## src/rtl/result_streamer.sv

```systemverilog
// Frame serialiser: latches N_WORDS result words plus a mode code on start, then streams header,
// MSB-first payload and (with RESULT_STREAMER_CHECKSUM_EN defined) an XOR checksum byte.
module result_streamer #(
  parameter int WORD_W      = 32,
  parameter int N_WORDS     = 2,
  parameter int MODE_W      = 3,
  parameter int BYTE_CYCLES = 1
) (
  input  logic                        clk,
  input  logic                        rst,
  input  logic                        start,
  input  logic [MODE_W-1:0]           mode,
  input  logic [N_WORDS*WORD_W-1:0]   words,
  output logic                        busy,
  output logic                        out_valid,
  output logic [7:0]                  out_byte,
  output logic                        done
);

  localparam int BPW    = WORD_W / 8;
  localparam int BIDX_W = (BPW > 1) ? $clog2(BPW) : 1;
  localparam int WIDX_W = (N_WORDS > 1) ? $clog2(N_WORDS) : 1;

  localparam logic [7:0]        HOLD_LAST = 8'(BYTE_CYCLES - 1);
  localparam logic [BIDX_W-1:0] BIDX_LAST = BIDX_W'(BPW - 1);
  localparam logic [WIDX_W-1:0] WIDX_LAST = WIDX_W'(N_WORDS - 1);

  localparam logic [2:0] S_IDLE    = 3'd0;
  localparam logic [2:0] S_HEADER  = 3'd1;
  localparam logic [2:0] S_PAYLOAD = 3'd2;
  localparam logic [2:0] S_CHECK   = 3'd3;
  localparam logic [2:0] S_DONE    = 3'd4;

  // State entered once the last payload byte (or a mode-0 header) has been held.
`ifdef RESULT_STREAMER_CHECKSUM_EN
  localparam logic [2:0] S_TAIL = S_CHECK;
`else
  localparam logic [2:0] S_TAIL = S_DONE;
`endif

  logic [2:0]                  state_q, state_d;
  logic [7:0]                  hold_q, hold_d;
  logic [BIDX_W-1:0]           bidx_q, bidx_d;
  logic [WIDX_W-1:0]           widx_q, widx_d;
  logic [MODE_W-1:0]           mode_q, mode_d;
  logic [N_WORDS*WORD_W-1:0]   shadow_q, shadow_d;
  logic [7:0]                  out_byte_q, out_byte_d;
  logic                        out_valid_q, out_valid_d;
  logic                        busy_q, busy_d;
  logic                        done_q, done_d;
  logic                        last_hold;
  logic [7:0]                  pl_byte;
`ifdef RESULT_STREAMER_CHECKSUM_EN
  logic [7:0]                  csum_q, csum_d;
`endif

  assign last_hold = (hold_q == HOLD_LAST);

  always_comb begin
    state_d  = state_q;
    hold_d   = hold_q;
    bidx_d   = bidx_q;
    widx_d   = widx_q;
    mode_d   = mode_q;
    shadow_d = shadow_q;
    case (state_q)
      S_IDLE, S_DONE: begin
        state_d = S_IDLE;
        if (start) begin
          state_d  = S_HEADER;
          mode_d   = mode;
          shadow_d = words;
          hold_d   = '0;
          bidx_d   = '0;
          widx_d   = '0;
        end
      end
      S_HEADER: begin
        if (last_hold) begin
          hold_d  = '0;
          bidx_d  = '0;
          widx_d  = '0;
          state_d = (mode_q == '0) ? S_TAIL : S_PAYLOAD;
        end else begin
          hold_d = hold_q + 8'd1;
        end
      end
      S_PAYLOAD: begin
        if (last_hold) begin
          hold_d = '0;
          if (bidx_q == BIDX_LAST) begin
            bidx_d = '0;
            if (widx_q == WIDX_LAST) state_d = S_TAIL;
            else                     widx_d  = widx_q + 1'b1;
          end else begin
            bidx_d = bidx_q + 1'b1;
          end
        end else begin
          hold_d = hold_q + 8'd1;
        end
      end
`ifdef RESULT_STREAMER_CHECKSUM_EN
      S_CHECK: begin
        if (last_hold) begin
          hold_d  = '0;
          state_d = S_DONE;
        end else begin
          hold_d = hold_q + 8'd1;
        end
      end
`endif
      default: state_d = S_IDLE;
    endcase
  end

  // Payload byte selected by the upcoming word/byte indices; byte 0 of a word is its MSB.
  always_comb begin
    pl_byte = '0;
    for (int w = 0; w < N_WORDS; w++) begin
      for (int b = 0; b < BPW; b++) begin
        if (widx_d == WIDX_W'(w) && bidx_d == BIDX_W'(b))
          pl_byte = shadow_q[w*WORD_W + (BPW-1-b)*8 +: 8];
      end
    end
  end

  always_comb begin
    out_byte_d  = '0;
    out_valid_d = 1'b0;
    busy_d      = 1'b0;
    done_d      = 1'b0;
    case (state_d)
      S_HEADER: begin
        out_byte_d  = 8'hA0 | 8'(mode_d);
        out_valid_d = 1'b1;
        busy_d      = 1'b1;
      end
      S_PAYLOAD: begin
        out_byte_d  = pl_byte;
        out_valid_d = 1'b1;
        busy_d      = 1'b1;
      end
`ifdef RESULT_STREAMER_CHECKSUM_EN
      S_CHECK: begin
        out_byte_d  = csum_q;
        out_valid_d = 1'b1;
        busy_d      = 1'b1;
      end
`endif
      S_DONE:  done_d = 1'b1;
      default: ;
    endcase
  end

`ifdef RESULT_STREAMER_CHECKSUM_EN
  // Accumulate each header/payload byte at the edge where it is first presented.
  always_comb begin
    csum_d = csum_q;
    if (state_d == S_HEADER && state_q != S_HEADER)
      csum_d = out_byte_d;
    else if (state_d == S_PAYLOAD && (state_q != S_PAYLOAD || last_hold))
      csum_d = csum_q ^ out_byte_d;
  end

  always_ff @(posedge clk) begin
    if (rst) csum_q <= '0;
    else     csum_q <= csum_d;
  end
`endif

  always_ff @(posedge clk) begin
    if (rst) begin
      state_q     <= S_IDLE;
      hold_q      <= '0;
      bidx_q      <= '0;
      widx_q      <= '0;
      mode_q      <= '0;
      shadow_q    <= '0;
      out_byte_q  <= '0;
      out_valid_q <= 1'b0;
      busy_q      <= 1'b0;
      done_q      <= 1'b0;
    end else begin
      state_q     <= state_d;
      hold_q      <= hold_d;
      bidx_q      <= bidx_d;
      widx_q      <= widx_d;
      mode_q      <= mode_d;
      shadow_q    <= shadow_d;
      out_byte_q  <= out_byte_d;
      out_valid_q <= out_valid_d;
      busy_q      <= busy_d;
      done_q      <= done_d;
    end
  end

  assign busy      = busy_q;
  assign out_valid = out_valid_q;
  assign out_byte  = out_byte_q;
  assign done      = done_q;

endmodule
```

## config.mk

```make
export PLATFORM = sky130hd
export DESIGN_NAME = result_streamer
export DESIGN_NICKNAME = d
export VERILOG_FILES = /design/src/rtl/result_streamer.sv
export SDC_FILE = /design/constraint.sdc
export NUM_CORES = 1
export LEC_CHECK = 0
export ABC_CLOCK_PERIOD_IN_PS = 2200
export CAP_MARGIN = 0
export CORE_MARGIN = 5
export CORE_UTILIZATION = 46
export CTS_CLUSTER_SIZE = 10
export DETAILED_ROUTE_END_ITERATION = 7
export PLACE_DENSITY = 0.76
export SETUP_SLACK_MARGIN = 0.4
export SLEW_MARGIN = 25
export SYNTH_ARGS = -nofsm -noshare
export SYNTH_HDL_FRONTEND = slang
export SYNTH_SLANG_ARGS = --single-unit
```

## constraint.sdc

```tcl
create_clock -name clk -period 2.2 [get_ports clk]
set_input_delay 0.44 -clock clk [delete_from_list [all_inputs] [get_ports clk]]
set_output_delay 0.44 -clock clk [all_outputs]
set_load 0.1 [all_outputs]
```

# --- After elaboration in Yosys (flattened, before gate mapping) ---
# Index checks and enable logic that the tools add are counted.
op_classes:
  n_mux: 34
  reduce_logical: 18
  n_addsub: 3
  eq_ne: 11
  n_bitwise: 1
op_table:
  columns: ["operator", "count"]
  rows:
  - ["2-to-1 mux 8 bit", 10]
  - ["case mux 8 bit (2 select lines)", 2]
  - ["2-to-1 mux 3 bit", 7]
  - ["case mux 3 bit (3 select lines)", 1]
  - ["adder 8 x 1 -> 8 bit, second input constant", 1]
  - ["logical AND 1 bit", 8]
  - ["logical NOT 8 bit", 1]
  - ["2-to-1 mux 1 bit", 8]
  - ["2-to-1 mux 2 bit", 4]
  - ["equality test 2 bit, second input constant", 3]
  - ["equality test 3 x 1 -> 1 bit, second input constant", 2]
  - ["equality test 3 x 2 -> 1 bit, second input constant", 2]
  - ["equality test 3 bit, second input constant", 2]
  - ["logical NOT 3 bit", 2]
  - ["case mux 2 bit (3 select lines)", 1]
  - ["OR reduction 2 bit", 3]
  - ["AND reduction 2 bit", 2]
  - ["case mux 1 bit (3 select lines)", 1]
  - ["adder 2 x 1 -> 2 bit, second input constant", 1]
  - ["equality test 2 x 1 -> 1 bit, second input constant", 1]
  - ["logical NOT 2 bit", 1]
  - ["!= test 2 bit, second input constant", 1]
  - ["nonzero test 2 bit", 1]
  - ["adder 1 bit, second input constant", 1]
  - ["inverter 1 bit", 1]
word_totals:
  regBits: 91
  out_inout_bits: 11
  inputBits: 70

# --- Logic depth before layout (Yosys ltp) ---
logic_depth:
  depth_word: 16
  depth_mapped: 11
  depth_no_buf: 10

# --- Worst setup path before layout ---
# No wires, ideal clock.
synth_timing:
  path_type: "register -> register"
  start: "register hold_q[0]"
  end: "register out_byte_q[3] (netlist: out_byte[3])"
  setup_time_ps: 122
  n_path_buf: 1
  synth_period_minus_slack_ps: 2117
  stages_incl_launch_ff: 10
  arrival_ps: 1995
  path_slack_ps: 83
  path_cell_list: "dfxtp_1 > inv_1 > ha_1 > nor4b_4 > nand2_2 > a221oi_4 > buf_6 > mux2_2 > o211ai_1 > a21oi_1"
synth_via:
  elab_chain_cells: 14
synth_lines:
  columns: ["item", "line_no", "text"]
  rows:
  - ["start, declared", "42", "logic [7:0] hold_q, hold_d;"]
  - ["start signal, assigned", "185", "hold_q <= hold_d;"]
  - ["logical NOT 8 bit *", "57", "assign last_hold = (hold_q == HOLD_LAST);"]
  - ["2-to-1 mux 2 bit (tied with other cells)", "89", "if (last_hold) begin"]
  - ["case mux 2 bit (3 select lines) or case mux 1 bit (3 select lines) (tied branches)", "66", "case (state_q)"]
  - ["logical NOT 2 bit or inverter 1 bit (tied branches)", "121", "if (widx_d == WIDX_W'(w) && bidx_d == BIDX_W'(b))"]
  - ["logical AND 1 bit", "121", null]
  - ["2-to-1 mux 8 bit (8 in series)", "121", null]
  - ["case mux 8 bit (2 select lines) *", "132", "case (state_d)"]
  - ["end signal, assigned", "190", "out_byte_q <= out_byte_d;"]
  - ["end, declared", "47", "logic [7:0] out_byte_q, out_byte_d;"]
# Mark *: on every way between the ends. The rest lies on a longest branch, timed or not.
# A chain may end at the register's enable or synchronous reset.

# --- Final worst setup path ---
layout_timing:
  start: "register hold_q[0]"
  end: "register out_byte_q[1] (netlist: out_byte[1])"
# Same word-level chain as after synthesis.

==> impl_metrics.py <==
metrics = {
    "run_status": {
        "run_status": "finished with violations",
        "violations": "negative setup slack",
    },
    "detailed_routing": {
        "antenna_left": 0,
        "vias": 3834,
        "drc": 0,
        "routed_wl_um": 11140,
        "drt_pass1_iterations": 5,
        "drt_iter0_drc": 210,
        "routedWlPerCell_um": 15.78,
        "via_per_inst": 5.431,
    },
    "sta": {
        "finClkSkew_ns": 0.008953,
        "maxSlewViolCount": 0,
        "setup_viol": 8,
        "hold_viol": 0,
        "tightest_slew_ns": 0.4334,
        "post-route-period-util_pct": 107.7,
        "rsz0062_at_grt": "yes",
        "min_period_ns": 2.369,
        "maxSlewHeadroom_pct": 71.10,
        "fin_ws_ns": -0.1688,
        "fmax_ghz": 0.4221,
    },
    "place": {
        "port_buffers": 80,
        "gp_congestion": 0.8536,
        "dp_hpwl_um": 7716,
    },
    "finish": {
        "drive_gt1_share_pct": 19.80,
        "syn_to_final_growth_pct": 41.02,
        "multi_input_area_mm2": 0.002091,
        "num_antenna_cells": 0,
        "nets": 669,
        "seq_area_mm2": 0.001831,
        "num-fill-cells": 643,
        "final_util_pct": 66.88,
    },
    "synthesis": {
        "ys_types": 50,
        "async_flop_share_pct": 0,
        "syn-num-nets": 565,
        "yosysWarnings": 0,
        "synth_cells": 492,
        "synth-seq-area-share_pct": 46.52,
        "synth_edf_count": 0,
        "ys_ff_latch": 91,
        "syn_area_mm2": 0.003916,
        "avgSynthCellArea_um2": 7.960,
        "synthFlopType": "dfxtp_1",
    },
    "global_route": {
        "overflow": 0,
        "grt_usage_pct": 20.42,
        "antenna_found_initial": 0,
        "grt_pass1_vias": 3561,
        "grt_pass1_wl_um": 16790,
        "grt_max_degree": 68,
    },
    "floorplanning": {
        "start_util_pct": 47.42,
        "core_area_mm2": 0.008258,
        "die_y_um": 102.3,
        "die_x_um": 102.3,
        "fp-row-count": 33,
        "ios": 81,
        "dieArea_mm2": 0.01046,
    },
    "pwr": {
        "cellLeakagePower_nw": 2.191,
        "power.total_mw": 3.856,
        "p_per_area_mw_per_mm2": 698.2,
        "peakVddDrop_v": 0.0003218,
    },
    "clock_tree": {
        "path_clk_slew_ns": 0.09,
        "insertion_delay_ns": 0.36,
        "htreeDepth": 3,
        "cts_buffers": 9,
        "clockRootBuffer": "clkbuf_8",
        "holdBufCountCts": 0,
        "cts_tree": "built",
        "clock-sinks": 91,
        "clock_path_buffers": 2,
    },
    "setup_path": {
        "crit_start": "hold_q[0]$_SDFFE_PP0P_",
        "crit_chain": "inv_2 -> ha_4 -> nor4b_4 -> nand2_2 -> a221oi_4 -> buf_4 -> buf_6 -> mux2_4 -> o2111ai_2 -> o211ai_1",
        "slowest_stage": "a221oi_4",
        "crit_arrival_ns": 2.60,
        "cp.required_ns": 2.43,
        "r2r-start": "hold_q[0]$_SDFFE_PP0P_",
        "crit_buf_inv": 3,
        "cp-start-kind": "flop",
        "cp_top_family": "compound AO/OA/AOI/OAI gates",
        "slowest_delay_ns": 0.39,
        "path_max_fanout": 4,
        "path_class": "reg -> reg",
        "cp-end-kind": "flop",
    },
    "run": {
        "cap_viol_max_count": 0,
    },
    "hold_path": {
        "hold_start": "shadow_q[43]$_SDFFE_PP0P_",
        "worstHoldPathType": "reg -> reg",
    },
}
cells by family (layout without fill, tap and decap cells):
group	after synthesis	count (layout)	synth area share (%)
fa+ha+maj	3	3	0.9586
mux	16	16	4.217
buf+inv	40	149	4.568
compound gates	117	117	18.27
simple gates	217	217	23.67
flops	91	91	46.52
xor+xnor	8	8	1.789
synth_stat cells (2+ instances only):
| cell type | number | share of area, % |
|---|---|---|
| o211ai_1 | 4 | 0.77 |
| nand3_1 | 3 | 0.38 |
| o22ai_1 | 2 | 0.32 |
| nand2b_1 | 3 | 0.48 |
| clkbuf_1 | 23 | 2.2 |
| a311oi_1 | 5 | 1.1 |
| dfxtp_1 | 91 | 47 |
| ha_1 | 3 | 0.96 |
| a31oi_1 | 4 | 0.64 |
| xnor2_1 | 4 | 0.89 |
| nor2b_1 | 4 | 0.64 |
| buf_2 | 5 | 0.64 |
| inv_1 | 6 | 0.58 |
| a21oi_1 | 76 | 9.7 |
| mux2_2 | 4 | 1.2 |
| o21ai_1 | 7 | 0.89 |
| xor2_1 | 4 | 0.89 |
| nor2_1 | 15 | 1.4 |
| buf_4 | 4 | 0.77 |
| nor3b_1 | 2 | 0.38 |
| a211o_1 | 3 | 0.67 |
| a211oi_1 | 3 | 0.58 |
| o22a_1 | 2 | 0.45 |
| nor3_1 | 11 | 1.4 |
| mux2i_1 | 12 | 3.1 |
| o221ai_1 | 2 | 0.45 |
| nand2_1 | 164 | 16 |
| nand4_1 | 3 | 0.48 |
| and3_1 | 2 | 0.32 |
power breakdown:
group	total (mW)	internal [mW]	switching (mW)	leakage, nW
Clock	1.25	0.645	0.610	0.102
Sequential	1.83	1.75	0.0785	0.748
Combinational	0.771	0.354	0.418	1.34
registers in the layout, summed over array words and instances, names as in the netlist:
| signal | cells |
|---|---|
| shadow_q | 64 |
| hold_q | 8 |
| out_byte | 8 |
| mode_q | 3 |
| state_q | 3 |
| bidx_q | 2 |
| busy | 1 |
| done | 1 |
| widx_q | 1 |
layer usage:
| layer | part of all wire (%) | vias to the layer above | track usage, % |
|---|---|---|---|
| li1 | - | 1874 | - |
| met1 | 42 | 1803 | 25.55 |
| met5 | 0 | - | 0 |
| met3 | 6.0 | 18 | 4.915 |
| met4 | 1.3 | 0 | 4.642 |
| met2 | 51 | 139 | 35.63 |
cell usage in the layout, fill, tap and decap left out, types with 9 or more instances in the layout:
cell             Yosys  routed
nand2_1            164     162
clkbuf_8             0      10
dfxtp_1             91      86
buf_4                4      44
nor3_1              11      10
mux2i_1             12      11
buf_6                1       9
nor2_1              15      13
a21oi_1             76      74
clkdlybuf4s50_1      0      67
worst register-to-register path: stages (launching register included):
cell and delay, ns:
dfxtp_2 0.33, inv_2 0.07, ha_4 0.13, nor4b_4 0.32, nand2_2 0.14, a221oi_4 0.39
buf_4 0.18, buf_6 0.09, mux2_4 0.29, o2111ai_2 0.18, o211ai_1 0.13
final timing paths:
kind,endpoint,cells past startpoint,slack (ns)
hold / removal,shadow_q[43]$_SDFFE_PP0P_,2,0.46
setup / recovery,out_byte[1]$_SDFF_PP0_,10,-0.17
hold reg to reg,shadow_q[43]$_SDFFE_PP0P_,2,0.46
setup reg to reg,out_byte[1]$_SDFF_PP0_,10,-0.17
what timing repair did:
action | CTS | global route
setup endpoints to repair | 13 | 87
pin swaps | 3 | 6
resized for setup | 14 | 33
buffers inserted | 3 | 7
gates cloned | 0 | 3
per-stage QoR:
step | setup TNS [ns] | hold WS [ns] | std cells | worst slack [ns] | instance area (µm²)
floorplan | 0 | 0.4318 | 492 | 0.1322 | 3951
global placement | -2.264 | 0.4454 | 677 | -0.3278 | 4977
detailed placement | -2.881 | 0.4452 | 677 | -0.4257 | 4977
CTS | -0.1932 | 0.4574 | 696 | -0.05515 | 5275
global route | -1.931 | 0.4878 | 706 | -0.2740 | 5523
finish | -0.9018 | 0.4589 | 706 | -0.1688 | 5523
layout make-up:
type / count / area share (%)
multi-input cells: 361 / 37.86
flip-flops and latches: 91 / 33.14
repair buffers: 127 / 22.16
well taps: 105 / 2.379
clock buffers: 9 / 2.243
clock inverters: 7 / 1.812
inverters: 6 / 0.4078
(Power assumes the default switching activity.)
